==> src/rtl/mips_mem_arb.sv <==
// mips_mem_arb: round-robin sequencer sharing one byte-wide memory port between
// the multicycle MIPS core (requester 0) and the byte loader (requester 1).

// Per-requester response slice: ack decode and the read-data holding register.
module mips_mem_arb_port #(
  parameter int DW = 8
) (
  input  logic          clk,
  input  logic          reset,
  input  logic          sel,
  input  logic          done,
  input  logic          cap,
  input  logic [DW-1:0] mem_rdata,
  output logic          ack,
  output logic [DW-1:0] rdata
);
  assign ack = done & sel;

  always_ff @(posedge clk or negedge reset) begin
    if (!reset)         rdata <= '0;
    else if (cap && sel) rdata <= mem_rdata;
  end
endmodule

module mips_mem_arb #(
  parameter int AW          = 8,
  parameter int DW          = 8,
  parameter int WAIT_CYCLES = 1
) (
  input  logic          clk,
  input  logic          reset,
  input  logic          cpu_req,
  input  logic          cpu_we,
  input  logic [AW-1:0] cpu_addr,
  input  logic [DW-1:0] cpu_wdata,
  output logic          cpu_ack,
  output logic [DW-1:0] cpu_rdata,
  input  logic          ld_req,
  input  logic          ld_we,
  input  logic [AW-1:0] ld_addr,
  input  logic [DW-1:0] ld_wdata,
  output logic          ld_ack,
  output logic [DW-1:0] ld_rdata,
  output logic          mem_en,
  output logic          mem_we,
  output logic [AW-1:0] mem_addr,
  output logic [DW-1:0] mem_wdata,
  input  logic [DW-1:0] mem_rdata,
  output logic          owner,
  output logic          busy
);
  localparam int NREQ = 2;
  localparam int CW   = 4;
  localparam logic [CW-1:0] CNT_LOAD = CW'(WAIT_CYCLES - 1);

  typedef enum logic [1:0] {IDLE = 2'd0, ACCESS = 2'd1, DONE = 2'd2} state_t;
  typedef struct packed {
    logic          we;
    logic [AW-1:0] addr;
    logic [DW-1:0] wdata;
  } xact_t;

  state_t                  state, state_nxt;
  xact_t [NREQ-1:0]        rq;
  xact_t                   lat_q;
  logic  [NREQ-1:0]        req_v, ack_v;
  logic  [NREQ-1:0][DW-1:0] rdata_v;
  logic                    own_q, own_nxt, grant, cap;
  logic  [CW-1:0]          cnt_q;

  assign req_v = {ld_req, cpu_req};
  assign rq[0] = {cpu_we, cpu_addr, cpu_wdata};
  assign rq[1] = {ld_we, ld_addr, ld_wdata};

  // On a tie the requester that did not hold the last grant wins.
  always_comb begin
    state_nxt = state;
    own_nxt   = own_q;
    grant     = 1'b0;
    case (state)
      IDLE: if (|req_v) begin
        grant     = 1'b1;
        own_nxt   = (&req_v) ? ~own_q : req_v[1];
        state_nxt = ACCESS;
      end
      ACCESS:  if (cnt_q == '0) state_nxt = DONE;
      DONE:    state_nxt = IDLE;
      default: state_nxt = IDLE;
    endcase
  end

  always_ff @(posedge clk or negedge reset) begin
    if (!reset) begin
      state <= IDLE;
      own_q <= 1'b1;
      cnt_q <= '0;
      lat_q <= '0;
    end else begin
      state <= state_nxt;
      own_q <= own_nxt;
      if (grant) begin
        lat_q <= rq[own_nxt];
        cnt_q <= CNT_LOAD;
      end else if (state == ACCESS && cnt_q != '0) begin
        cnt_q <= cnt_q - 1'b1;
      end
    end
  end

  // Read data is taken in the final access cycle, when the macro output is valid.
  assign cap = (state == ACCESS) && (cnt_q == '0) && !lat_q.we;

  for (genvar i = 0; i < NREQ; i++) begin : g_port
    mips_mem_arb_port #(.DW(DW)) u_port (
      .clk       (clk),
      .reset     (reset),
      .sel       (own_q == 1'(i)),
      .done      (state == DONE),
      .cap       (cap),
      .mem_rdata (mem_rdata),
      .ack       (ack_v[i]),
      .rdata     (rdata_v[i])
    );
  end

  assign mem_en    = (state == ACCESS);
  assign mem_we    = mem_en & lat_q.we;
  assign mem_addr  = mem_en ? lat_q.addr  : '0;
  assign mem_wdata = mem_en ? lat_q.wdata : '0;
  assign cpu_ack   = ack_v[0];
  assign ld_ack    = ack_v[1];
  assign cpu_rdata = rdata_v[0];
  assign ld_rdata  = rdata_v[1];
  assign owner     = own_q;
  assign busy      = (state != IDLE);
endmodule

==> config.mk <==
export PLATFORM = sky130hd
export DESIGN_NAME = mips_mem_arb
export DESIGN_NICKNAME = d
export VERILOG_FILES = /design/src/rtl/mips_mem_arb.sv
export SDC_FILE = /design/constraint.sdc
export NUM_CORES = 1
export LEC_CHECK = 0
export ABC_AREA = 1
export CAP_MARGIN = 0
export CORE_MARGIN = 5
export CORE_UTILIZATION = 40
export DETAILED_ROUTE_END_ITERATION = 7
export GPL_TIMING_DRIVEN = 0
export MAX_ROUTING_LAYER = met4
export PLACE_DENSITY = 0.8
export SETUP_SLACK_MARGIN = 0.4
export SYNTH_ARGS = -nofsm -noshare
export SYNTH_HDL_FRONTEND = slang
export SYNTH_SLANG_ARGS = --single-unit
==> constraint.sdc <==
create_clock -name clk -period 1.66 [get_ports clk]
set_clock_uncertainty 0.2 [all_clocks]
set_input_delay 0.498 -clock clk [delete_from_list [all_inputs] [get_ports clk]]
set_output_delay 0.498 -clock clk [all_outputs]
set_load 0.02 [all_outputs]
After elaboration in Yosys (flattened, before gate mapping)
Index checks and enable logic that the tools add are counted.

Add/subtract/negate cells: 1. $lt $le $gt $ge: 1. Eq/ne operators: 4. Muxes and demuxes: 14. Bitwise operators: 4. Reductions and logical operators: 14.

Operators by type and width (number): 2-to-1 mux 17 bit (2); 2-to-1 mux 8 bit (2); 2-to-1 mux 4 bit (2); logical AND 1 bit (5); 2-to-1 mux 1 bit (5); logical NOT 4 bit (1); 2-to-1 mux 2 bit (2); one-hot mux 2 bit (2 select lines) (1); AND reduction 2 bit (2); nonzero test 2 bit (2); nonzero test 4 bit (1); subtractor 4 x 1 -> 4 bit (second input constant) (1); AND 1 bit (3); == test 2 x 1 -> 1 bit (second input constant) (1); == test 2 bit (second input constant) (1); logical NOT 2 bit (1); less-than comparator 1 x 2 -> 1 bit (second input constant) (1); != test 2 x 1 -> 1 bit (second input constant) (1); != test 2 bit (second input constant) (1); OR reduction 2 bit (1); logical NOT 1 bit (1); inverter 1 bit (1).

Flip-flop bits (word level): 40. Bits of input ports: 46. Output and inout bits: 38.

Depth between registers and ports, before layout
Depth in word-level cells: 6. Depth in mapped cells: 7.

By module
A second synthesis with hierarchy kept.

Cell total of the unflattened synthesis: 301. Area, all modules: 2243.4 µm².

Modules (own cells, without submodules): mips_mem_arb (instances 1, cells an instance 227, area an instance 1542.7 µm², seq. area each 601.8 µm²); mips_mem_arb_port (instances 2, cells an instance 37, area an instance 350.3 µm², seq. area each 200.2 µm²).

Worst setup path after synthesis
No wires, ideal clock.

Path type: reg-to-output. Start: register own_q, in the netlist owner. End: output port ld_ack. Data arrival time: 1354 ps. Setup slack: -392 ps. Stages on the path, launching flop included: 4. Buffers on the path: 1. Cells stage by stage: dfstp_2 inv_1 buf_2 nor3_1.

Longest elaborated chain between the ends: 1.

Ends and longest elaborated chain: from (decl) (RTL line 68) `logic own_q, own_nxt, grant, cap;`; from (signal assigned) (RTL line 100) `own_q <= own_nxt;`; AND 1 bit (RTL line 17) `assign ack = done & sel;`; to (decl) (RTL line 42) `output logic ld_ack,`.

No other way between the ends.

Worst setup path after layout
Start: register state[0]. End: output port mem_wdata[7].

Longest elaborated chain between the ends: 2.

Ends and longest elaborated chain: from (decl) (RTL line 63) `state_t state, state_nxt;`; from (signal assigned) (RTL line 99) `state <= state_nxt;`; == test 2 x 1 -> 1 bit (RTL line 126) `assign mem_en = (state == ACCESS);`; 2-to-1 mux 8 bit (RTL line 129) `assign mem_wdata = mem_en ? lat_q.wdata : '0;`; to (decl) (RTL line 47) `output logic [DW-1:0] mem_wdata,`.

No other way between the ends.

==> flow_summary.ini <==
[detailed_routing]
wire_length_per_cell_after_detailed_routing_um = 16.9
drt_drc_violations_left = 0
routed_wirelength_um = 8870
detail_route.vias_per_cell = 5.12
dr.pass1.iters = 4
m1WireLength_um = 3260
maxUsedRoutingLayer = met4
detail-route-antenna-nets = 0
met3WireLength_um = 488
met2_length_um = 4740
via_count = 2691
drt_first_iter_violations = 122

[logic_synthesis]
mapped_cell_area_sq_um = 2190
asyncSetResetFlopFracSynth = 1.00
ys_seq_elements = 40
synth_enable_flop_cells = 0
ys_types = 22
synthesis.yosys.warnings = 0
yosys.area.top_type = sky130_fd_sc_hd__dfrtp_1
netlist.area_leader.share = 0.445
post_synth_inst_count = 297
syn_avg_cell_area_sq_um = 7.39
synth_top_cells_by_area = sky130_fd_sc_hd__dfrtp_1 44%, sky130_fd_sc_hd__nand2_1 13%, sky130_fd_sc_hd__nand3_1 13%
ys.flop_type = sky130_fd_sc_hd__dfrtp_1
synth_sequential_area_ratio = 0.457
mappedNetlistNets = 345

[sta]
achievable-frequency_mhz = 481
report.final.slew_viol_count = 0
final.period_utilization = 1.25
timing_worst_slew_pin_value_ns = 0.553
finalCriticalPeriod_ns = 2.08
timing.final.setup_violations = 44
rsz_0062_raised_after_global_routing = yes
timing.hold.ws_ns = 0.00482
finalHoldViolations = 0
maxSlewHeadroom = 0.632
finalWorstSetupSlack_ns = -0.418

[clock_network]
cts_hold_repair.buffers = 0
cts_max_level = 2
clk_pin_slew_worst_paths_ns = 0.08
clock_sinks = 40
numCtsBuffers = 5
clk_path_buf_depth = 2
worst_skew_pair.late_latency_ns = 0.29
clock_tree_from_tritoncts = yes
cts_root_buffer = sky130_fd_sc_hd__clkbuf_8

[power]
leakage_nw = 2.29
pwr_density_cell_nw_per_um2 = 1920
power.total_mw = 8.66
vdd_drop_max_uv = 974

[critical_path]
setup.worst_path.class = reg2out
critPathBufInv = 4
cp_slowest_cell = sky130_fd_sc_hd__dfrtp_2
cpLargestDelayFamily = buffers and inverters
endpoint_kind = output port
worst_ep_arrival_time_ns = 1.38
worstSetupStartpointType = register
path_cells = inv_2 > nor2_4 > inv_6 > buf_4 > nor2_1 > buf_4
critPathMostFrequentCell = sky130_fd_sc_hd__buf_4
critPathMaxStageDelay_ns = 0.39
crit_fanout = 9
worstPathRequired_ns = 0.96

[global_routing]
largest_net_degree_at_the_start_of_global_routing = 41
global_route_wire_length_before_repair_um = 14000
gr_util_all_layers = 0.255
vias_in_the_first_global_route = 2874
antenna_found_initial = 0
grt_overflow_total = 0

[floorplan]
initial_core_util = 0.406
die_y_um = 84.1
floorplan.die.width_um = 84.1
cell_rows = 27
placeableCoreArea_sq_um = 5410
fp.dieArea_sq_um = 7060
pin_count = 84

[run]
max-cap-violations = 0

[cells_and_area]
drive_above_1_share = 0.502
fill_cells = 313
syn2layout_area_growth_pct = 106
antenna_cells = 0
number_of_nets_at_the_end_of_the_flow = 501
non_filler_cell_area_final_sq_um = 4520

[hold_path]
worst_hold_path_type = in2async

[placed_design]
postPlaceCellArea_sq_um = 3350
detailed_place_hpwl_um = 4570
buffers_added_on_ports = 83
gpl.final_weighted_congestion = 0.799

[outcome]
violated_checks = negative setup slack
status = finished, violations left
==> cell usage after synthesis (2+ instances only) <==
cell,count
sky130_fd_sc_hd__o21ai_0,2
sky130_fd_sc_hd__nor2_1,18
sky130_fd_sc_hd__clkinv_1,2
sky130_fd_sc_hd__nor2_4,2
sky130_fd_sc_hd__inv_1,58
sky130_fd_sc_hd__nand2_2,2
sky130_fd_sc_hd__ha_1,2
sky130_fd_sc_hd__nor3_1,2
sky130_fd_sc_hd__nand4_1,17
sky130_fd_sc_hd__nand3_2,4
sky130_fd_sc_hd__buf_2,9
sky130_fd_sc_hd__nand2_1,75
sky130_fd_sc_hd__dfrtp_1,39
sky130_fd_sc_hd__clkbuf_1,2
sky130_fd_sc_hd__nand3_1,55
sky130_fd_sc_hd__inv_2,2
==> power by group <==
group	internal, mW	switching (mW)	leakage, nW
Clock	0.332	0.348	0.0510
Combinational	3.07	3.16	1.75
Sequential	1.43	0.323	0.492
==> repair_timing <==
action / in CTS / in global routing
endpoints found under the setup margin: 78 / 99
resized for setup: 311 / 39
gates cloned: 7 / 1
pin swaps: 33 / 40
buffers inserted: 43 / 15
==> state kept, by name (all words and copies together) (netlist names) <==
signal,flops
owner,1
state,2
cnt_q,4
g_port.u_port.rdata,16
lat_q,17
==> cell type report <==
| cell class | count | area [sq um] | share of cell area |
|---|---|---|---|
| tap | 72 | 90.1 | 0.0199 |
| clock buffer | 6 | 82.6 | 0.0183 |
| inverter | 62 | 248 | 0.0548 |
| sequential | 40 | 1000 | 0.222 |
| multi-input combinational | 183 | 1440 | 0.318 |
| buffer | 12 | 159 | 0.0351 |
| clock inverter | 2 | 10.0 | 0.00221 |
| timing repair buffer | 149 | 1490 | 0.329 |
==> metal layers <==
layer  vias up  global-route usage
li1       1247                   -
met1      1276               0.274
met2       130               0.458
met3        38              0.0494
met4         0              0.0980
met5         -                   -
==> cells in the final DEF (no fill, tap or decap), types with 3 or more instances in the layout <==
master,count
sky130_fd_sc_hd__nand2_1,53
sky130_fd_sc_hd__nand2_8,3
sky130_fd_sc_hd__buf_12,3
sky130_fd_sc_hd__clkdlybuf4s50_1,42
sky130_fd_sc_hd__buf_8,5
sky130_fd_sc_hd__nand2_2,18
sky130_fd_sc_hd__buf_4,51
sky130_fd_sc_hd__inv_2,4
sky130_fd_sc_hd__dfrtp_1,37
sky130_fd_sc_hd__inv_1,54
sky130_fd_sc_hd__nand3_1,13
sky130_fd_sc_hd__nand4_1,17
sky130_fd_sc_hd__nand2_4,3
sky130_fd_sc_hd__buf_6,52
sky130_fd_sc_hd__nor2_1,6
sky130_fd_sc_hd__nor2_4,14
sky130_fd_sc_hd__nand3_4,11
sky130_fd_sc_hd__clkbuf_8,7
sky130_fd_sc_hd__nand3_2,35
==> kinds of logic after synthesis <==
group / count (synthesis) / share of synthesized area
AOI/OAI and AO/OA: 4 / 0.0114
and+or+nand+nor: 176 / 0.381
xor gates and xnor gates: 1 / 0.00399
DFF: 40 / 0.457
buffers and inverters: 74 / 0.135
adders and majority gates: 2 / 0.0114
==> per-stage QoR <==
step,worst slack (ns),setup TNS (ns),utilization,std cells
2_1_floorplan,-0.157,-2.69,-,297
3_3_place_gp,-1.23,-62.32,0.620,452
3_5_place_dp,-0.715,-19.94,0.619,452
4_1_cts,-0.426,-9.90,0.787,510
5_1_grt,-0.472,-12.96,0.837,526
6_report,-0.418,-10.85,0.837,526
==> worst paths after layout <==
kind | depth (start not counted) | endpoint | slack, ns | startpoint
worst min register to register | 2 | lat_q[11]$_DFFE_PN0P_ | 0.28 | lat_q[11]$_DFFE_PN0P_
worst max register to register | 10 | lat_q[12]$_DFFE_PN0P_ | -0.20 | state[1]$_DFFE_PN0P_
worst min-delay path | 1 | cnt_q[1]$_DFFE_PN0P_ | 0.005 | reset
max in group asynchronous | 1 | owner$_DFF_PN1_ | 0.85 | reset
worst max-delay path | 6 | mem_wdata[7] | -0.42 | state[0]$_DFFE_PN0P_
min in group clk | 2 | lat_q[11]$_DFFE_PN0P_ | 0.28 | lat_q[11]$_DFFE_PN0P_
No activity file was read; power rests on OpenSTA's default activity.
